**src/rtl/led_pwm_sequencer.sv**
```systemverilog
// 16-channel PWM LED sequencer with shadowed duty registers committed at the period boundary.
// Optional breathing fade engine compiled in with `define LED_PWM_FADE_EN.
module led_pwm_sequencer #(
   parameter int unsigned PERIOD       = 100_000,
   parameter int unsigned CNT_W        = 17,
   parameter int unsigned FADE_STEP    = 1_000,
   parameter int unsigned FADE_PERIODS = 10
) (
   input  logic             clk,
   input  logic             rst_n,
   input  logic             cfg_valid,
   output logic             cfg_ready,
   input  logic [3:0]       cfg_chan,
   input  logic [CNT_W-1:0] cfg_duty,
   input  logic [15:0]      sw,
   input  logic [15:0]      fade_mask,
   output logic [15:0]      led,
   output logic             period_start
);

   localparam logic [CNT_W-1:0] LAST = CNT_W'(PERIOD - 1);
   localparam logic [CNT_W-1:0] PER  = CNT_W'(PERIOD);

   logic             run_q;
   logic [CNT_W-1:0] cnt_q, cnt_d;
   logic             ps_q, ps_d;
   logic [15:0]      led_q, led_d;
   logic [CNT_W-1:0] shadow_q [16];
   logic [CNT_W-1:0] shadow_d [16];
   logic [CNT_W-1:0] active_q [16];
   logic [CNT_W-1:0] active_d [16];
   logic [CNT_W-1:0] eff;
   logic             commit;
   logic             accept;
   logic [15:0]      use_fade;
   logic [CNT_W-1:0] fade_duty;

   // run_q holds cnt at 0 on the first edge after release, so that cycle opens a period
   assign commit       = run_q && (cnt_q == LAST);
   assign cfg_ready    = run_q && !commit;
   assign accept       = cfg_valid && cfg_ready;
   assign led          = led_q;
   assign period_start = ps_q;

   always_comb begin
      if (!run_q || (cnt_q == LAST)) cnt_d = '0;
      else                           cnt_d = cnt_q + 1'b1;
      ps_d = (cnt_d == '0);

      shadow_d = shadow_q;
      if (accept) shadow_d[cfg_chan] = cfg_duty;

      if (commit) active_d = shadow_q;
      else        active_d = active_q;

      eff   = '0;
      led_d = '0;
      for (int unsigned i = 0; i < 16; i++) begin
         if (use_fade[i])            eff = fade_duty;
         else if (active_q[i] > PER) eff = PER;
         else                        eff = active_q[i];
         led_d[i] = sw[i] && (cnt_q < eff);
      end
   end

   always_ff @(posedge clk) begin
      if (!rst_n) begin
         run_q <= 1'b0;
         cnt_q <= '0;
         ps_q  <= 1'b0;
         led_q <= '0;
         for (int unsigned i = 0; i < 16; i++) begin
            shadow_q[i] <= '0;
            active_q[i] <= '0;
         end
      end else begin
         run_q    <= 1'b1;
         cnt_q    <= cnt_d;
         ps_q     <= ps_d;
         led_q    <= led_d;
         shadow_q <= shadow_d;
         active_q <= active_d;
      end
   end

`ifdef LED_PWM_FADE_EN
   localparam int unsigned      FW        = $clog2(FADE_PERIODS + 1);
   localparam logic [FW-1:0]    FCNT_LAST = FW'(FADE_PERIODS - 1);
   localparam logic [CNT_W:0]   STEP_W    = (CNT_W + 1)'(FADE_STEP);

   typedef enum logic {FADE_UP, FADE_DOWN} fade_state_e;

   fade_state_e      state_q, state_d;
   logic [CNT_W-1:0] fduty_q, fduty_d;
   logic [FW-1:0]    fcnt_q, fcnt_d;
   logic [15:0]      fmask_q, fmask_d;
   logic [CNT_W:0]   up_sum;

   assign use_fade  = fmask_q;
   assign fade_duty = fduty_q;

   always_comb begin
      state_d = state_q;
      fduty_d = fduty_q;
      fcnt_d  = fcnt_q;
      fmask_d = fmask_q;
      // one extra bit keeps the upward sum from wrapping before the clamp
      up_sum  = {1'b0, fduty_q} + STEP_W;
      if (commit) begin
         fmask_d = fade_mask;
         if (fcnt_q == FCNT_LAST) begin
            fcnt_d = '0;
            unique case (state_q)
               FADE_UP: begin
                  if (up_sum >= {1'b0, PER}) begin
                     fduty_d = PER;
                     state_d = FADE_DOWN;
                  end else begin
                     fduty_d = up_sum[CNT_W-1:0];
                  end
               end
               FADE_DOWN: begin
                  if ({1'b0, fduty_q} <= STEP_W) begin
                     fduty_d = '0;
                     state_d = FADE_UP;
                  end else begin
                     fduty_d = fduty_q - STEP_W[CNT_W-1:0];
                  end
               end
            endcase
         end else begin
            fcnt_d = fcnt_q + 1'b1;
         end
      end
   end

   always_ff @(posedge clk) begin
      if (!rst_n) begin
         state_q <= FADE_UP;
         fduty_q <= '0;
         fcnt_q  <= '0;
         fmask_q <= '0;
      end else begin
         state_q <= state_d;
         fduty_q <= fduty_d;
         fcnt_q  <= fcnt_d;
         fmask_q <= fmask_d;
      end
   end
`else
   logic [15:0] unused_fade_mask;

   assign unused_fade_mask = fade_mask;
   assign use_fade         = '0;
   assign fade_duty        = '0;
`endif

endmodule

```
**config.mk**
```make
export PLATFORM = sky130hd
export DESIGN_NAME = led_pwm_sequencer
export DESIGN_NICKNAME = d
export VERILOG_FILES = /design/src/rtl/led_pwm_sequencer.sv
export SDC_FILE = /design/constraint.sdc
export NUM_CORES = 2
export LEC_CHECK = 0
export ABC_AREA = 1
export ABC_CLOCK_PERIOD_IN_PS = 3200
export CAP_MARGIN = 25
export CORE_ASPECT_RATIO = 1.2
export CORE_UTILIZATION = 50
export CTS_BUF_LIST = sky130_fd_sc_hd__clkbuf_4
export CTS_CLUSTER_SIZE = 40
export DETAILED_ROUTE_END_ITERATION = 10
export GPL_ROUTABILITY_DRIVEN = 0
export HOLD_SLACK_MARGIN = 0.06
export PLACE_DENSITY = 0.77
export REMOVE_ABC_BUFFERS = 1
export SLEW_MARGIN = 25
export SYNTH_ARGS = -nofsm -noshare
export SYNTH_HDL_FRONTEND = slang
export SYNTH_SLANG_ARGS = --single-unit
```
**constraint.sdc**
```tcl
create_clock -name clk -period 3.2 [get_ports clk]
set_input_delay 0.8 -clock clk [delete_from_list [all_inputs] [get_ports clk]]
set_output_delay 0.8 -clock clk [all_outputs]
set_load 0.02 [all_outputs]
```
==> summary.txt <==
endpoints failing setup: 0
status: finished clean
1st-pass router iterations: 6
clk sinks: 579
drt total wl: 84800 um
pin count of the biggest net entering global routing: 104
setup ws final: 0.115 ns
TritonCTS clock tree: done
number of synthesized flops with an enable pin: 0
Slew Limit Fails: 0
cts hold-fix bufs: 0
fraction of registers with async set/reset: 0%
# port buffers: 57
Seq/Total Area, Yosys: 39.3%
insertion delay to the later sink of the worst-skew pair: 0.90 ns
worst hold path class: reg -> reg
gr usage total: 28.0%
synth cell count leaders: nand2_1 (820), nor2_1 (639), dfxtp_1 (579)
CTS root buffer: clkbuf_4
Multi-input gate area: 15800 sq um
Synth Cell Area: 29500 sq um
vias in the first global route: 25500
full die area: 60000 sq um
detailed placement HPWL: 50000 um
Max Cap Viol: 0
largest cells by area after synthesis: dfxtp_1 (39%), ha_1 (11%), nand2_1 (10%), a21oi_1 (8.3%), nor2_1 (8.1%)
Critical Path Start: cnt_q[0]
crit end category: output port
clk_skew: 0.0494 ns
DRC viols: 0
first-pass GRT wire length: 132000 um
FF+latch area: 11600 sq um
CTS H-Tree Depth: 4
unique cell type count in the Yosys netlist: 32
r2r endpoint: led[8]
cts bufs inserted: 143
min Tclk post-route: 3.09 ns
CP Data Arrival Time: 2.29 ns
Via-to-Cell Ratio: 5.51
# IOs: 74
Syn Inst Count: 4087
Ys Warns: 0
1st-iter DRT viols: 2127
Die H: 268 um
most frequent cell after synthesis: nand2_1
vias after detailed routing: 27600
Layout Nets: 4431
Congestion Overflow GR: 0
Reg clk slew, reported paths: 0.07 ns
fin crit share: 96.4%
Setup WS pre-CTS: 0.376 ns
setup TNS: 0 ns
Rel. slew slack: 58.6%
RSZ-0062 raised after global routing: false
#FFs+latches synth: 579
largest area contributor in the netlist: dfxtp_1
VDD IR max: 0.219 mV
P&R area growth vs syn: 10.3%
Core ar.: 58400 sq um
CP required: 2.40 ns
crit path capture: cfg_ready
antenna violations before repair: 1
Post-synth top flop: dfxtp_1
row count: 97
final hold vios: 0
FILL cells: 5561
Yosys top cell area share: 39.3%
FF-to-FF Start: active_q[121]
critical path class: reg -> out
R2R cell count: 14
CTS Buffer Depth: 3
Initial Utilization: 50.6%
worst-margin pin slew: 0.622 ns
worst-path fanout max: 13
Fmax achieved: 0.324 GHz
startpoint types: flop
syn_area_per_cell: 7.22 sq um
Routed WL per cell: 16.9 um
Power Dens Cells: 439 nW/um^2
share of cells above drive strength 1: 8.46%
leakage power: 13.5 nW
R2R Setup Slk: 0.52 ns
Die X: 224 um
ANT nets after route: 0
==> cells in the final DEF, fill, tap and decap left out, types with 13 or more instances in the layout <==
cell / count
nand3_2: 13
dfxtp_1: 579
buf_12: 13
nand4_1: 248
clkdlybuf4s50_1: 55
inv_1: 226
nand3b_1: 20
buf_4: 87
nor2_1: 636
ha_1: 256
o21a_1: 21
nand3_1: 90
o21ai_0: 320
a21oi_1: 492
nand2_1: 820
nor3_1: 32
clkinv_1: 32
clkbuf_4: 201
==> cell families after synthesis <==
group           Yosys count  share of synthesized area, %
simple gates           1901                          27.7
compound gates          840                          14.5
flops                   579                          39.3
buf+inv                 504                          7.43
fa+ha+maj               257                          10.9
xor+xnor                  6                         0.178
==> per-layer routing <==
| metal | up-vias | track usage (%) | share of wire, % |
|---|---|---|---|
| met2 | 953 | 47.3 | 46 |
| li1 | 13900 | - | - |
| met4 | 0 | 17.4 | 5.9 |
| met1 | 12500 | 33.2 | 41 |
| met3 | 286 | 4.66 | 7.3 |
| met5 | - | 0 | 0 |
==> flip-flops by register name (all words and copies together), names as in the netlist <==
name and cells:
led 16, period_start 1, run_q 1, active_q 272, shadow_q 272, cnt_q 17
==> stage by stage <==
| step | util [%] | cell area (sq um) | std cells | power, W | hold slack [ns] |
|---|---|---|---|---|---|
| 2_1_floorplan | - | 28200 | 3816 | 0.00771 | 0.429 |
| 3_3_place_gp | 52.6 | 30700 | 4764 | 0.00816 | 0.433 |
| 3_5_place_dp | 52.6 | 30700 | 4764 | 0.00816 | 0.440 |
| 4_1_cts | 55.8 | 32600 | 5012 | 0.0144 | 0.384 |
| 5_1_grt | 55.8 | 32600 | 5013 | 0.0148 | 0.416 |
| 6_report | 55.8 | 32600 | 5013 | 0.0143 | 0.442 |
==> final cells by class <==
cell class / count / share of cell area, %
antenna: 1 / 0.00769
clock buffer: 201 / 4.63
timing repair buffer: 157 / 4.55
tap: 792 / 3.04
sequential: 579 / 35.6
clock inverter: 46 / 0.991
inverter: 233 / 2.72
multi-input combinational: 3004 / 48.4
==> worst min path at each step <==
stage	startpoint	end	slack (ns)	depth (start not counted)
6_report	shadow_q[200]	active_q[200]	0.44	2
5_1_grt	sw[13]	led[13]	0.42	3
4_1_cts	sw[4]	led[4]	0.38	3
3_5_place_dp	shadow_q[189]	active_q[189]	0.44	2
3_3_place_gp	shadow_q[247]	active_q[247]	0.43	2
2_1_floorplan	shadow_q[179]	active_q[179]	0.43	2
==> where the power goes <==
| part | leakage [nW] | switching, W | internal (W) |
|---|---|---|---|
| Sequential | 4.67 | 0.0000151 | 0.00724 |
| Clock | 1.07 | 0.00299 | 0.00330 |
| Combinational | 7.72 | 0.000557 | 0.000210 |
| Total | 13.5 | 0.00356 | 0.0107 |
==> worst max-delay path, cell delays in order, from the launching register on <==
cell	delay (ns)
dfxtp_1	0.35
ha_2	0.22
nand2_1	0.09
nor2_4	0.13
nand3_2	0.14
nand2_4	0.11
inv_2	0.13
buf_2	0.20
==> what timing repair did <==
| action | CTS | global route |
|---|---|---|
| setup buffers | 1 | 0 |
| endpoints found under the hold margin | 0 | 0 |
| gates resized for setup | 5 | 1 |
| pin swaps | 1 | 0 |
| setup endpoints to repair | 1 | 1 |
Power figures use the tool's default switching activity.
